### config.mk
export PLATFORM = sky130hd
export DESIGN_NAME = csr_access_controller
export DESIGN_NICKNAME = d
export VERILOG_FILES = /design/src/rtl/csr_pkg.sv /design/src/rtl/csr_rmw_alu.sv /design/src/rtl/csr_access_controller.sv
export SDC_FILE = /design/constraint.sdc
export NUM_CORES = 1
export LEC_CHECK = 0
export BUFFER_PORTS_ARGS = -buffer_cell sky130_fd_sc_hd__buf_2
export CORE_AREA = 2 2 98 100
export CTS_CLUSTER_SIZE = 24
export DETAILED_ROUTE_END_ITERATION = 8
export DIE_AREA = 0 0 100 102
export PLACE_DENSITY = 0.85
export SYNTH_ARGS = -nofsm -noshare
export SYNTH_HDL_FRONTEND = slang
export SYNTH_HIERARCHICAL = 1
export SYNTH_SLANG_ARGS = --single-unit
### constraint.sdc
create_clock -name clk -period 4.7 [get_ports clk]
set_clock_uncertainty 0.2 [all_clocks]
set_input_delay 0.94 -clock clk [delete_from_list [all_inputs] [get_ports clk]]
set_output_delay 0.94 -clock clk [all_outputs]
set_load 0.02 [all_outputs]
### src/rtl/csr_pkg.sv
// csr_pkg
// Shared definitions for the CSR access controller slice: operation
// encodings, controller state encoding, the read-only address field value
// and a small address-classification helper.
package csr_pkg;

  typedef logic [1:0] csrOp_t;

  localparam csrOp_t CSR_OP_RESERVED = 2'b00;
  localparam csrOp_t CSR_OP_RW       = 2'b01;
  localparam csrOp_t CSR_OP_RS       = 2'b10;
  localparam csrOp_t CSR_OP_RC       = 2'b11;

  localparam logic [1:0] STATE_IDLE    = 2'b00;
  localparam logic [1:0] STATE_READ    = 2'b01;
  localparam logic [1:0] STATE_WRITE   = 2'b10;
  localparam logic [1:0] STATE_RESPOND = 2'b11;

  // Address bits [11:10] equal to this value mark a read-only CSR.
  localparam logic [1:0] CSR_READ_ONLY_FIELD = 2'b11;

  function automatic logic isReadOnlyAddress(input logic [11:0] address);
    return address[11:10] == CSR_READ_ONLY_FIELD;
  endfunction

endpackage

### src/rtl/csr_rmw_alu.sv
// csr_rmw_alu
// Combinational read-modify-write datapath: produces the value to write back
// to a CSR from the operation, the value read in the READ phase and the
// operand from the instruction.
// Ports:
//   op        - operation (RW / RS / RC; reserved passes oldValue through)
//   oldValue  - CSR contents sampled during READ
//   writeData - rs1 value or zero-extended immediate
//   newValue  - value to drive onto the CSR write bus
module csr_rmw_alu
  import csr_pkg::*;
#(
  parameter int DATA_WIDTH = 32
) (
  input  logic [1:0]            op,
  input  logic [DATA_WIDTH-1:0] oldValue,
  input  logic [DATA_WIDTH-1:0] writeData,
  output logic [DATA_WIDTH-1:0] newValue
);

  always_comb begin
    newValue = oldValue;
    case (op)
      CSR_OP_RW: newValue = writeData;
      CSR_OP_RS: newValue = oldValue | writeData;
      CSR_OP_RC: newValue = oldValue & ~writeData;
      default:   newValue = oldValue;
    endcase
  end

endmodule

### src/rtl/csr_access_controller.sv
// csr_access_controller
// Sequences one CSR instruction from the execute stage onto the shared CSR
// bus as read, optional write, then response carrying the old value.
// Flags unimplemented CSRs, reserved ops and writes to read-only CSRs.
//
// Optional feature (macro CSR_PRIV_CHECK_EN): adds input currentPrivilege;
// an access whose address bits [9:8] exceed it is flagged at acceptance,
// still performs the READ phase, never writes and returns 0.
//
// Ports:
//   clk, rst              - clock, asynchronous active-high reset
//   reqValid/reqReady     - request handshake (ready only in IDLE)
//   reqAddress/reqOp      - target CSR and operation
//   reqWriteData          - operand; reqWriteSuppress marks x0/uimm==0
//   respValid/respReady   - response handshake
//   respReadData          - old CSR value (0 on error); respError - illegal
//   csrRead*              - read strobe/address and OR-combined bus returns
//   csrRequestOutput      - OR of all register blocks' hit lines
//   csrWrite*             - write strobe, address and data
//
// state   | meaning
// IDLE    | waiting for a request; reqReady high
// READ    | read strobe on bus, sample old value and hit
// WRITE   | write strobe with the modified value
// RESPOND | result presented until respReady
module csr_access_controller
  import csr_pkg::*;
#(
  parameter int DATA_WIDTH    = 32,
  parameter int ADDRESS_WIDTH = 12
) (
  input  logic                     clk,
  input  logic                     rst,
`ifdef CSR_PRIV_CHECK_EN
  input  logic [1:0]               currentPrivilege,
`endif
  input  logic                     reqValid,
  output logic                     reqReady,
  input  logic [ADDRESS_WIDTH-1:0] reqAddress,
  input  logic [1:0]               reqOp,
  input  logic [DATA_WIDTH-1:0]    reqWriteData,
  input  logic                     reqWriteSuppress,
  output logic                     respValid,
  input  logic                     respReady,
  output logic [DATA_WIDTH-1:0]    respReadData,
  output logic                     respError,
  output logic                     csrReadEnable,
  output logic [ADDRESS_WIDTH-1:0] csrReadAddress,
  input  logic [DATA_WIDTH-1:0]    csrReadData,
  input  logic                     csrRequestOutput,
  output logic                     csrWriteEnable,
  output logic [ADDRESS_WIDTH-1:0] csrWriteAddress,
  output logic [DATA_WIDTH-1:0]    csrWriteData
);

  logic [1:0]               state;
  logic [ADDRESS_WIDTH-1:0] addressReg;
  logic [1:0]               opReg;
  logic [DATA_WIDTH-1:0]    dataReg;
  logic                     suppressReg;
  logic [DATA_WIDTH-1:0]    oldValueReg;
  logic                     errorReg;
  logic                     privErrorReg;
  logic                     privErrorNext;

  logic                     doWrite;
  logic                     readError;
  logic [DATA_WIDTH-1:0]    newValue;

`ifdef CSR_PRIV_CHECK_EN
  assign privErrorNext = reqAddress[9:8] > currentPrivilege;
`else
  assign privErrorNext = 1'b0;
`endif

  // RS/RC with x0/uimm==0 are pure reads; RW always writes.
  assign doWrite   = (opReg == CSR_OP_RW) || !suppressReg;
  assign readError = !csrRequestOutput || (opReg == CSR_OP_RESERVED) ||
                     (doWrite && isReadOnlyAddress(addressReg)) || privErrorReg;

  // oldValueReg is already the sampled read value once WRITE is reached.
  csr_rmw_alu #(
    .DATA_WIDTH(DATA_WIDTH)
  ) uRmwAlu (
    .op       (opReg),
    .oldValue (oldValueReg),
    .writeData(dataReg),
    .newValue (newValue)
  );

  always_ff @(posedge clk or posedge rst) begin
    if (rst) begin
      state        <= STATE_IDLE;
      addressReg   <= '0;
      opReg        <= CSR_OP_RESERVED;
      dataReg      <= '0;
      suppressReg  <= 1'b0;
      oldValueReg  <= '0;
      errorReg     <= 1'b0;
      privErrorReg <= 1'b0;
    end else begin
      case (state)
        STATE_IDLE: begin
          if (reqValid) begin
            addressReg   <= reqAddress;
            opReg        <= reqOp;
            dataReg      <= reqWriteData;
            suppressReg  <= reqWriteSuppress;
            privErrorReg <= privErrorNext;
            errorReg     <= 1'b0;
            state        <= STATE_READ;
          end
        end
        STATE_READ: begin
          // Zeroing the captured value on error makes respReadData 0 directly.
          oldValueReg <= readError ? '0 : csrReadData;
          errorReg    <= readError;
          state       <= (!readError && doWrite) ? STATE_WRITE : STATE_RESPOND;
        end
        STATE_WRITE: begin
          state <= STATE_RESPOND;
        end
        STATE_RESPOND: begin
          if (respReady) begin
            state <= STATE_IDLE;
          end
        end
        default: begin
          state <= STATE_IDLE;
        end
      endcase
    end
  end

  // Outputs decode straight from state so an asynchronous reset drops every
  // strobe and address in the same instant.
  assign reqReady        = (state == STATE_IDLE);
  assign respValid       = (state == STATE_RESPOND);
  assign respReadData    = respValid ? oldValueReg : '0;
  assign respError       = respValid && errorReg;
  assign csrReadEnable   = (state == STATE_READ);
  assign csrReadAddress  = csrReadEnable ? addressReg : '0;
  assign csrWriteEnable  = (state == STATE_WRITE);
  assign csrWriteAddress = csrWriteEnable ? addressReg : '0;
  assign csrWriteData    = csrWriteEnable ? newValue : '0;

endmodule

## After elaboration in Yosys (flattened, before gate mapping)

Cells that the tools add are included.

- Eq/ne operators: 9
- Muxes and demuxes: 12
- Bitwise operators: 3
- Reduce and logical (&&, ||, !) cells: 15

Operator list:

| cell | count |
|---|---|
| 2-to-1 mux 32 bit | 3 |
| one-hot mux 32 bit (3 select lines) | 1 |
| bitwise AND 32 bit | 1 |
| inverter 32 bit | 1 |
| bitwise OR 32 bit | 1 |
| 2-to-1 mux 12 bit | 2 |
| equality test 2 bit, second input constant | 5 |
| one-hot mux 2 bit (4 select lines) | 1 |
| AND reduction 2 bit | 3 |
| equality test 2 x 1 -> 1 bit, second input constant | 2 |
| logical NOT 2 bit | 2 |
| 2-to-1 mux 2 bit | 2 |
| logical AND 1 bit | 3 |
| logical NOT 1 bit | 3 |
| logical OR 1 bit | 3 |
| 2-to-1 mux 1 bit | 2 |
| inequality test 2 x 1 -> 1 bit, second input constant | 1 |
| inequality test 2 bit, second input constant | 1 |
| one-hot mux 1 bit (2 select lines) | 1 |
| nonzero test 2 bit | 1 |

- Flip-flop bits (word level): 82

## Logic depth before layout (Yosys ltp)

- Depth in word-level cells: 8
- Depth in mapped cells: 6

## Hierarchy

Netlist, hierarchy kept.

Modules (own cells, without submodules):

| module | instances | cells each | area each (sq um) | seq. area each (sq um) |
|---|---|---|---|---|
| csr_access_controller | 1 | 358 | 3938.8 | 2052.0 |
| csr_rmw_alu | 1 | 142 | 928.4 | 0.0 |

## Worst setup path before layout

OpenSTA, ideal clock, no wires.

- Path kind: register to output
- From: register state[1]
- To: output csrReadAddress[0]
- Data arrival time: 1.458 ns
- Data required time: 3.560 ns
- Setup slack: 2.102 ns
- Stages on the path, launching flop included: 6
- Path buffers: 2
- Cell sequence: dfrtp_1 inv_1 ha_1 buf_2 buf_2 and2_1

- Longest elaborated chain between the ends: 2

Ends and longest elaborated chain:

| what | RTL line | source |
|---|---|---|
| start, declared | csr_access_controller.sv:56 | `logic [1:0] state;` |
| start signal, assigned | csr_access_controller.sv:118 | `state <= (!readError && doWrite) ? STATE_WRITE : STATE_RESPOND;` |
| equality test 2 x 1 -> 1 bit | csr_access_controller.sv:141 | `assign csrReadEnable = (state == STATE_READ);` |
| named net csrReadEnable | csr_access_controller.sv:47 | `output logic csrReadEnable,` |
| 2-to-1 mux 12 bit | csr_access_controller.sv:142 | `assign csrReadAddress = csrReadEnable ? addressReg : '0;` |
| end, declared | csr_access_controller.sv:48 | `output logic [ADDRESS_WIDTH-1:0] csrReadAddress,` |

The timed path passes the listed nets, and every way through them passes these cells.

## Final worst setup path

- From: register opReg[1]
- To: output csrWriteData[4]

- Longest elaborated chain between the ends: 3
- Elaborated cells on any way between the ends: 5
- Classes of those cells: 3 x eq/ne; 2 x mux

Ends and longest elaborated chain:

| what | RTL line | source |
|---|---|---|
| start, declared | csr_access_controller.sv:58 | `logic [1:0] opReg;` |
| start signal, assigned | csr_access_controller.sv:106 | `opReg <= reqOp;` |
| equality test 2 bit or equality test 2 x 1 -> 1 bit (tied branches) | csr_rmw_alu.sv:23 | `case (op)` |
| one-hot mux 32 bit (3 select lines) * | csr_rmw_alu.sv:23 |  |
| named net newValue[4] | csr_access_controller.sv:68 | `logic [DATA_WIDTH-1:0] newValue;` |
| 2-to-1 mux 32 bit * | csr_access_controller.sv:145 | `assign csrWriteData = csrWriteEnable ? newValue : '0;` |
| end, declared | csr_access_controller.sv:53 | `output logic [DATA_WIDTH-1:0] csrWriteData` |

The timed path passes the listed nets; every way through them passes the cells marked *.

==> reports/results.tsv <==
stage	metric	value	unit
placement	worst slack at placement	1490	ps
min_path	hold path depth	1	
yosys	Post-synth top cells	dfrtp_1 (82), inv_1 (67), and2_1 (60)	
cells_and_area	sequential cell area	0.00205	sq mm
grt	pin count of the biggest net entering global routing	67	
cells_and_area	share of cells above drive strength 1	38.3	%
grt	Total GRT Usage	23.2	%
sta	worst-margin pin slew	1160	ps
cts	CTS root buffer	clkbuf_8	
cts	H-Tree Level Count	3	
grt	Remaining Overflow, GRT	0	
setup_path	Setup crit start kind	flip-flop	
route	DRT Pass-1 Iters	4	
yosys	top_reg_cell synth	dfrtp_1	
sta	Hold WS	329	ps
sta	Period minus WS final	3600	ps
cts	CTS tree	yes	
sta	RSZ-0062 raised after global routing	no	
setup_path	critical path type	reg2out	
route	ANT nets after route	0	
route	DRC	0	
cts	clock latency on the worst-skew pair	340	ps
yosys	post-synth cell types	29	
yosys	Synth async-reset ratio	100	%
sta	Max-slew headroom	22.9	%
yosys	register area share after synthesis	42.2	%
floorplanning	Core Area	0.00911	sq mm
floorplanning	die height	102	um
sta	max-slew violation count	0	
route	wirelength, routed	11900	um
pwr	Leak	0.00298	uW
sta	worst setup margin	1100	ps
placement	hpwl dp	8370	um
setup_path	worst path arrival time	2460	ps
yosys	top cells by area, synth	dfrtp_1 (42%), mux2_4 (9.3%), and2_1 (7.7%), xnor2_1 (5.8%), inv_1 (5.2%)	
yosys	most frequent cell after synthesis	dfrtp_1	
sta	Fin. Hold Viols	0	
yosys	synthesis-stage register bit count	82	
setup_path	worst path required time	3560	ps
route	drt initial violations	150	
route	Via Count	4035	
cells_and_area	ant diodes	0	
min_path	Worst Hold Class	reg2reg	
route	vias per cell	5.23	
yosys	Mapped Cells	500	
floorplanning	die area	0.0102	sq mm
floorplanning	chip width	100	um
cts	TritonCTS Sinks	82	
grt	initial antenna violation count	1	
placement	Inst Count DP	756	
run_status	status	completed	
sta	Final TNS setup	0	ps
cts	post-CTS sizing	0	
setup_path	worst reg2reg path depth	5	
cts	clk slew on worst S/H paths	80	ps
yosys	Synth top area share	42.2	%
floorplanning	io pins	177	
job	total of max-cap violations	0	
cells_and_area	fin nets	744	
cells_and_area	Area Overhead vs Synth	20.3	%
setup_path	Worst setup EP type	primary output	
cts	hold_buf cts	0	
cts	setup bufs post-CTS	0	
yosys	syn avg cell area	9.73	sq um
yosys	Yosys warnings	6	
yosys	area leader, netlist	dfrtp_1	
sta	Final Cycle Share	76.7	%
cts	clk buf depth	2	
floorplanning	Starting Density	53.4	%
placement	Port Buffers	176	
sta	Setup violations, final	0	
grt	vias in the first global route	3891	
route	Wirelength per Cell	15.5	um
cts	CTS Buf Count	9	
sta	maximum clock rate	278	MHz
setup_path	CP Max Fanout	47	
cells_and_area	area of the multi-input gates	0.00230	sq mm
yosys	Post-Syn Area	0.00487	sq mm
floorplanning	# rows	35	
yosys	number of flops mapped to enable cells by yosys	0	
yosys	net count after synthesis	588	
cells_and_area	Final Core Density	64.3	%
placement	Routability Congestion	0.833	
pwr	Pwr Density	745	mW/mm^2
grt	first-pass GRT wire length	18800	um
pwr	Peak VDD IR	0.488	mV
cells_and_area	FILL cells	772	
cells_and_area	fin cells	772	
-- final cells by class --
class / count / share of cell area (%)
clock buffer: 11 / 2.24
inverter: 67 / 4.32
timing repair buffer: 182 / 15.8
sequential: 82 / 35.1
multi-input combinational: 314 / 39.2
clock inverter: 5 / 0.940
tap: 111 / 2.37
-- critical path, stage by stage, from the launching register on --
cell	delay, ps
dfrtp_2	1000
buf_4	430
o21ai_0	150
a22oi_1	220
and2_1	150
buf_2	150
-- final timing paths --
path,start,end,slack [ps]
max in group asynchronous,rst,opReg[1],2790
min in group asynchronous,rst,dataReg[1],550
max,opReg[1],csrWriteData[4],1100
min reg2reg,addressReg[2],addressReg[2],330
min,addressReg[2],addressReg[2],330
max reg2reg,state[0],dataReg[14],2030
-- stage by stage --
step | power, uW | cell area (sq um)
after floorplan | 3350 | 4870
after global placement | 3740 | 5670
after detailed placement | 3860 | 5670
after CTS | 4370 | 5860
after global routing | 4700 | 5860
final | 4360 | 5860
-- cell families (layout without fill, tap and decap cells) --
group / after synthesis / after routing / synth area share, %
DFF: 82 / 82 / 42.2
AOI/OAI and AO/OA: 104 / 104 / 14.0
muxes: 48 / 48 / 13.4
adders and majority gates: 4 / 4 / 1.03
and+or+nand+nor: 126 / 126 / 12.9
buffers and inverters: 104 / 265 / 10.7
xor gates and xnor gates: 32 / 32 / 5.76
-- layout by cell type, fill, tap and decap left out, types with 3 or more instances in the layout --
master    Yosys  layout
dfrtp_1      82      80
and2_1       60      60
o21ai_1      10      10
mux2_2       18      18
xnor2_1      32      32
o22ai_1      30      30
nand2_1      34      33
o21ai_0      23      23
inv_1        67      66
clkbuf_8      1       9
buf_4         5       6
mux2_4       30      30
clkinv_2      0       3
ha_1          4       3
a22oi_1      32      32
buf_2         7     176
nor2_1       30      30
-- report_power, final --
part | switching, uW | leakage, uW | internal (uW)
sequential | 408 | 0.00102 | 1050
combinational | 1280 | 0.00188 | 1130
clock | 254 | 0.0000893 | 244
-- layer usage --
layer / GRT usage, % / vias to the layer above / routed length (um)
met2: 39.4 / 135 / 5970
li1: - / 1949 / -
met3: 4.04 / 12 / 609
met4: 7.59 / 2 / 148
met5: 0 / - / 11
met1: 30.6 / 1937 / 5210
-- registers in the layout, summed over array words and instances, names as in the netlist --
signal and cells:
addressReg 12, opReg 2, errorReg 1, suppressReg 1, dataReg 32, oldValueReg 32
state 2
Power figures use the tool's default switching activity.
